==> src/rtl/instr_mem_loadable.sv <==
// instr_mem_loadable: run-time loadable instruction memory.
// A program is streamed in over a valid/ready load port (EMPTY -> LOADING -> READY).
// The fetch stage then reads it with a request/ready handshake and a 1-cycle latency.
// Fetches at or beyond the loaded word count return NOP_INSTR and raise fetch_fault.

module instr_mem_loadable #(
  parameter int                DATA_W    = 32,
  parameter int                ADDR_W    = 32,
  parameter int                DEPTH     = 32,
  parameter logic [DATA_W-1:0] NOP_INSTR = 32'h48000000,
  parameter int                CNT_W     = $clog2(DEPTH + 1)
) (
  input  logic              clock,
  input  logic              reset,
  input  logic              fetch_req,
  input  logic [ADDR_W-1:0] fetch_addr,
  output logic              fetch_ready,
  output logic              instr_valid,
  output logic [DATA_W-1:0] instruction,
  output logic              fetch_fault,
  input  logic              load_start,
  input  logic              load_valid,
  input  logic [DATA_W-1:0] load_data,
  input  logic              load_last,
  output logic              load_ready,
  output logic              loaded,
  output logic [CNT_W-1:0]  load_count
);

  localparam int IDX_W = (DEPTH > 1) ? $clog2(DEPTH) : 1;

  typedef enum logic [1:0] {
    EMPTY,
    LOADING,
    READY
  } state_t;

  state_t              state_q, state_d;
  logic [CNT_W-1:0]    ptr_q, ptr_d;
  logic [CNT_W-1:0]    count_q, count_d;
  logic                loaded_q, loaded_d;
  logic                instr_valid_q, instr_valid_d;
  logic                fetch_fault_q, fetch_fault_d;
  logic [DATA_W-1:0]   instruction_q, instruction_d;

  logic [DATA_W-1:0]   mem [DEPTH];

  logic                load_fire;
  logic                fetch_fire;
  logic                fetch_in_range;
  logic                last_word;
  logic [ADDR_W-1:0]   count_ext;
  logic [IDX_W-1:0]    wr_idx;
  logic [IDX_W-1:0]    rd_idx;

  // load_start always wins: it blocks both the load port and the fetch port for that cycle
  assign load_ready  = (state_q == LOADING) && !load_start;
  assign fetch_ready = (state_q == READY) && !load_start;

  assign load_fire  = load_valid && load_ready;
  assign fetch_fire = fetch_req && fetch_ready;

  // full-width range check so high PC bits can never alias into the array
  assign count_ext      = ADDR_W'(count_q);
  assign fetch_in_range = fetch_addr < count_ext;

  // the DEPTH-th word closes the program even without load_last, so the pointer never overflows
  assign last_word = load_last || (ptr_q == CNT_W'(DEPTH - 1));

  assign wr_idx = ptr_q[IDX_W-1:0];
  assign rd_idx = fetch_addr[IDX_W-1:0];

  assign instr_valid = instr_valid_q;
  assign instruction = instruction_q;
  assign fetch_fault = fetch_fault_q;
  assign loaded      = loaded_q;
  assign load_count  = count_q;

  // next-state logic for the load FSM and the registered fetch response
  always_comb begin
    state_d       = state_q;
    ptr_d         = ptr_q;
    count_d       = count_q;
    loaded_d      = loaded_q;
    instr_valid_d = 1'b0;
    fetch_fault_d = 1'b0;
    instruction_d = instruction_q;

    if (load_start) begin
      state_d  = LOADING;
      ptr_d    = '0;
      count_d  = '0;
      loaded_d = 1'b0;
    end else if (load_fire) begin
      ptr_d   = ptr_q + CNT_W'(1);
      count_d = ptr_q + CNT_W'(1);
      if (last_word) begin
        state_d  = READY;
        loaded_d = 1'b1;
      end
    end

    if (fetch_fire) begin
      instr_valid_d = 1'b1;
      if (fetch_in_range) begin
        instruction_d = mem[rd_idx];
        fetch_fault_d = 1'b0;
      end else begin
        instruction_d = NOP_INSTR;
        fetch_fault_d = 1'b1;
      end
    end
  end

  // FSM and output registers; reset discards any partial program immediately
  always_ff @(posedge clock or posedge reset) begin
    if (reset) begin
      state_q       <= EMPTY;
      ptr_q         <= '0;
      count_q       <= '0;
      loaded_q      <= 1'b0;
      instr_valid_q <= 1'b0;
      fetch_fault_q <= 1'b0;
      instruction_q <= NOP_INSTR;
    end else begin
      state_q       <= state_d;
      ptr_q         <= ptr_d;
      count_q       <= count_d;
      loaded_q      <= loaded_d;
      instr_valid_q <= instr_valid_d;
      fetch_fault_q <= fetch_fault_d;
      instruction_q <= instruction_d;
    end
  end

  // program storage is never cleared; only words handshaken in LOADING are written
  always_ff @(posedge clock) begin
    if (load_fire) begin
      mem[wr_idx] <= load_data;
    end
  end

endmodule

==> config.mk <==
export PLATFORM = sky130hd
export DESIGN_NAME = instr_mem_loadable
export DESIGN_NICKNAME = d
export VERILOG_FILES = /design/src/rtl/instr_mem_loadable.sv
export SDC_FILE = /design/constraint.sdc
export NUM_CORES = 1
export LEC_CHECK = 0
export BUFFER_PORTS_ARGS = -buffer_cell sky130_fd_sc_hd__buf_2
export CAP_MARGIN = 0
export CORE_UTILIZATION = 60
export DETAILED_ROUTE_END_ITERATION = 10
export HOLD_SLACK_MARGIN = 0.1
export PLACE_DENSITY = 0.82
export SYNTH_ARGS = -nofsm -noshare
export SYNTH_HDL_FRONTEND = slang
export SYNTH_SLANG_ARGS = --single-unit
==> constraint.sdc <==
create_clock -name clock -period 3.75 [get_ports clock]
set_input_delay 0.1875 -clock clock [delete_from_list [all_inputs] [get_ports clock]]
set_output_delay 0.1875 -clock clock [all_outputs]
set_load 0.01 [all_outputs]
==> flow_metrics.py <==
metrics = {
    "global_route": {
        "grt_pass1_vias": 23300,
        "grt_first_pass_wirelength_um": 155000,
        "antenna_found_initial": 6,
        "grt_start_max_net_pins": 56,
        "grt.overflow.total": 0,
        "grt_use_total": 0.308,
    },
    "clock_tree": {
        "cts.sinks": 1066,
        "post_cts_resize_count": 0,
        "cts_tree": "yes",
        "hold_buffers": 40,
        "cts-root-buf": "clkbuf_16",
        "clock_path_buffers": 3,
        "numCtsBuffers": 102,
        "postCtsSetupRepairBufs": 0,
        "clock_latency_ns": 0.69,
        "clk_pin_slew_ns": 0.07,
        "htreeDepth": 3,
    },
    "logic_synthesis": {
        "synth-seq-cells": 1066,
        "syn_area_sq_mm": 0.0415,
        "syn_area_per_cell_sq_um": 20.0,
        "synth_warnings": 0,
        "ys_seq_area_frac": 0.766,
        "syn_inst": 2078,
        "synth_flop_cell": "edfxtp_1",
        "postSynth.asyncResetShare": 0.0394,
        "synth-edff-count": 1024,
        "synth_nets": 2157,
        "synth_cell_types": 60,
    },
    "setup_path": {
        "critPathArrivalTime_ns": 3.42,
        "endpoint_kind": "register",
        "cp_max_fo": 19,
        "worstSetupPathType": "register to register",
        "start_kind": "register",
        "regToRegSetupSlack_ns": 0.71,
        "worstPathRequired_ns": 4.13,
    },
    "layout": {
        "regArea_sq_mm": 0.0318,
        "drive_gt1_frac": 0.226,
        "multi_input_area_sq_mm": 0.00930,
        "area_delta_synth_final_pct": 14.4,
        "stdcell_count": 3295,
        "nNetsFinal": 2353,
        "final_core_util": 0.693,
        "postLayoutCellArea_sq_mm": 0.0475,
        "fillers": 3957,
    },
    "detailed_routing": {
        "wl_met3_um": 11400,
        "firstDrtPassIters": 8,
        "vias": 22400,
        "wl_per_cell_um": 32.3,
        "via_per_inst": 6.81,
        "met1_length_um": 37300,
        "drtIter0Drc": 2936,
        "met2WireLength_um": 51900,
        "antenna_left": 0,
        "drc": 0,
        "dr.max_layer_used": "met5",
        "drt-total-wl_um": 106000,
    },
    "power": {
        "leakage_nw": 16.0,
        "irDropWorstVdd_uv": 440,
        "fin_total_pwr_mw": 24.5,
        "powerDensity_mw_per_mm2": 515,
    },
    "timing": {
        "fin_crit_sh": 0.812,
        "grt_setup_unrepaired": "false",
        "fmax_mhz": 328,
        "layout_setup_ws_ns": 0.706,
        "tightest_slew_ns": 1.15,
        "drv_slew": 0,
        "hold_ws_ns": 0.174,
        "final-hold-violation-count": 0,
        "clock_skew_ns": 0.0292,
        "maxSlewHeadroom": 0.231,
        "finalSetupTns_ns": 0,
        "setup_viol": 0,
        "min_period_ns": 3.04,
    },
    "placement": {
        "dp_hpwl_um": 58600,
        "placed_area_sq_mm": 0.0438,
        "gp_congestion": 0.860,
        "pre_cts_ws_ns": 0.771,
        "placed_cells": 3061,
        "portBuffers": 112,
    },
    "die": {
        "dieArea_sq_mm": 0.0703,
        "fp.coreArea_sq_mm": 0.0686,
        "die_w_um": 265,
        "core.rowCount": 96,
        "die_h_um": 265,
        "initial_utilization": 0.605,
        "pin_count": 113,
    },
    "flow_run": {
        "maxCapViolCount": 0,
    },
    "hold_path": {
        "min_path_type": "primary input to register",
    },
    "outcome": {
        "outcome": "completed",
    },
}
-- cell type report --
class	count	share of cell area
clock inverters	48	0.00914
inverters	11	0.000974
repair buffers	215	0.0394
clock buffers	145	0.0608
well taps	931	0.0245
flip-flops and latches	1066	0.669
diodes	1	0.0000527
multi-input cells	878	0.196
-- cells in the mapped netlist (all sizes together) (3+ instances only) --
| cell | n | area share |
|---|---|---|
| buf | 72 | 0.011 |
| a31oi | 9 | 0.0014 |
| clkbuf | 51 | 0.0046 |
| xnor2 | 3 | 0.00063 |
| nand3 | 6 | 0.00072 |
| a22o | 9 | 0.0019 |
| a21o | 22 | 0.0040 |
| nor3b | 4 | 0.00099 |
| dfrtp | 40 | 0.024 |
| mux4 | 128 | 0.069 |
| nor2 | 45 | 0.0041 |
| edfxtp | 1024 | 0.74 |
| nand2 | 46 | 0.0043 |
| a211oi | 3 | 0.00054 |
| nor4 | 6 | 0.0017 |
| o221ai | 62 | 0.013 |
| or3b | 9 | 0.0019 |
| nand4 | 3 | 0.00075 |
| nor3 | 3 | 0.00036 |
| mux2i | 252 | 0.061 |
| a221oi | 4 | 0.00084 |
| nand2b | 4 | 0.00060 |
| a211o | 21 | 0.0044 |
| a21oi | 35 | 0.0042 |
| nor2b | 27 | 0.0041 |
| o211ai | 52 | 0.012 |
| a32oi | 21 | 0.0044 |
| a22oi | 18 | 0.0033 |
| o22ai | 30 | 0.0045 |
| o21ai | 6 | 0.00072 |
| ha | 9 | 0.0027 |
| o22a | 21 | 0.0044 |
| inv | 9 | 0.00081 |
-- path summary, 6_finish.rpt --
path / startpoint / end / cells after the start
max: state_q[0] / mem[27][6] / 5
min in group asynchronous: reset / instruction[28] / 3
max in group asynchronous: reset / instruction[30] / 4
min reg2reg: instruction[29] / instruction[29] / 2
min: fetch_addr[4] / instruction[26] / 5
max reg2reg: state_q[0] / mem[27][6] / 5
-- worst max-delay path: stages (launching register included) --
cell      delay, ns
dfrtp_1        0.43
nor4bb_1       0.35
buf_4          0.23
nand2_1        0.51
nor2_4         0.92
buf_4          0.30
-- cell usage in the layout (no fill, tap or decap), types with 8 or more instances in the layout --
cell / instances
clkbuf_8: 14
inv_1: 8
or3b_1: 9
nand2_1: 44
clkbuf_16: 104
a22oi_1: 18
clkinv_2: 19
a32oi_1: 21
o211ai_1: 28
buf_2: 108
dlygate4sd3_1: 40
a22o_1: 9
o22ai_1: 30
buf_12: 33
dfrtp_1: 40
o221ai_1: 62
nor2_4: 32
clkbuf_1: 28
a211o_1: 21
nor2b_1: 27
mux4_2: 128
a21oi_1: 35
a31oi_1: 9
clkinv_1: 14
a21o_1: 22
edfxtp_1: 1024
o211ai_2: 24
nor2_1: 13
mux2i_1: 252
o22a_1: 21
ha_1: 9
buf_4: 32
-- metal layers --
metal | vias to the layer above | global-route usage
met2 | 1530 | 0.498
met4 | 10 | 0.156
met1 | 11500 | 0.401
li1 | 9052 | -
met3 | 367 | 0.0630
met5 | - | 0
-- cell families after synthesis --
group                    share of synthesized area
flip-flops                                   0.766
AO/OA/AOI/OAI                               0.0627
adder cells (fa/ha/maj)                    0.00271
AND/OR/NAND/NOR                             0.0210
buffers and inverters                       0.0164
multiplexers                                 0.131
XOR/XNOR                                  0.000633
-- registers in the layout, indices dropped and copies added, names as in the netlist --
| name | flops |
|---|---|
| fetch_fault | 1 |
| instr_valid | 1 |
| instruction | 32 |
| load_count | 6 |
| mem | 1024 |
| state_q | 2 |
-- power breakdown --
| group | switching [mW] | internal [mW] | total, mW |
|---|---|---|---|
| combinational | 0.732 | 0.413 | 1.15 |
| clock | 4.47 | 5.74 | 10.2 |
| sequential | 0.0210 | 13.1 | 13.1 |
| total | 5.22 | 19.2 | 24.5 |
Power figures use the tool's default switching activity.
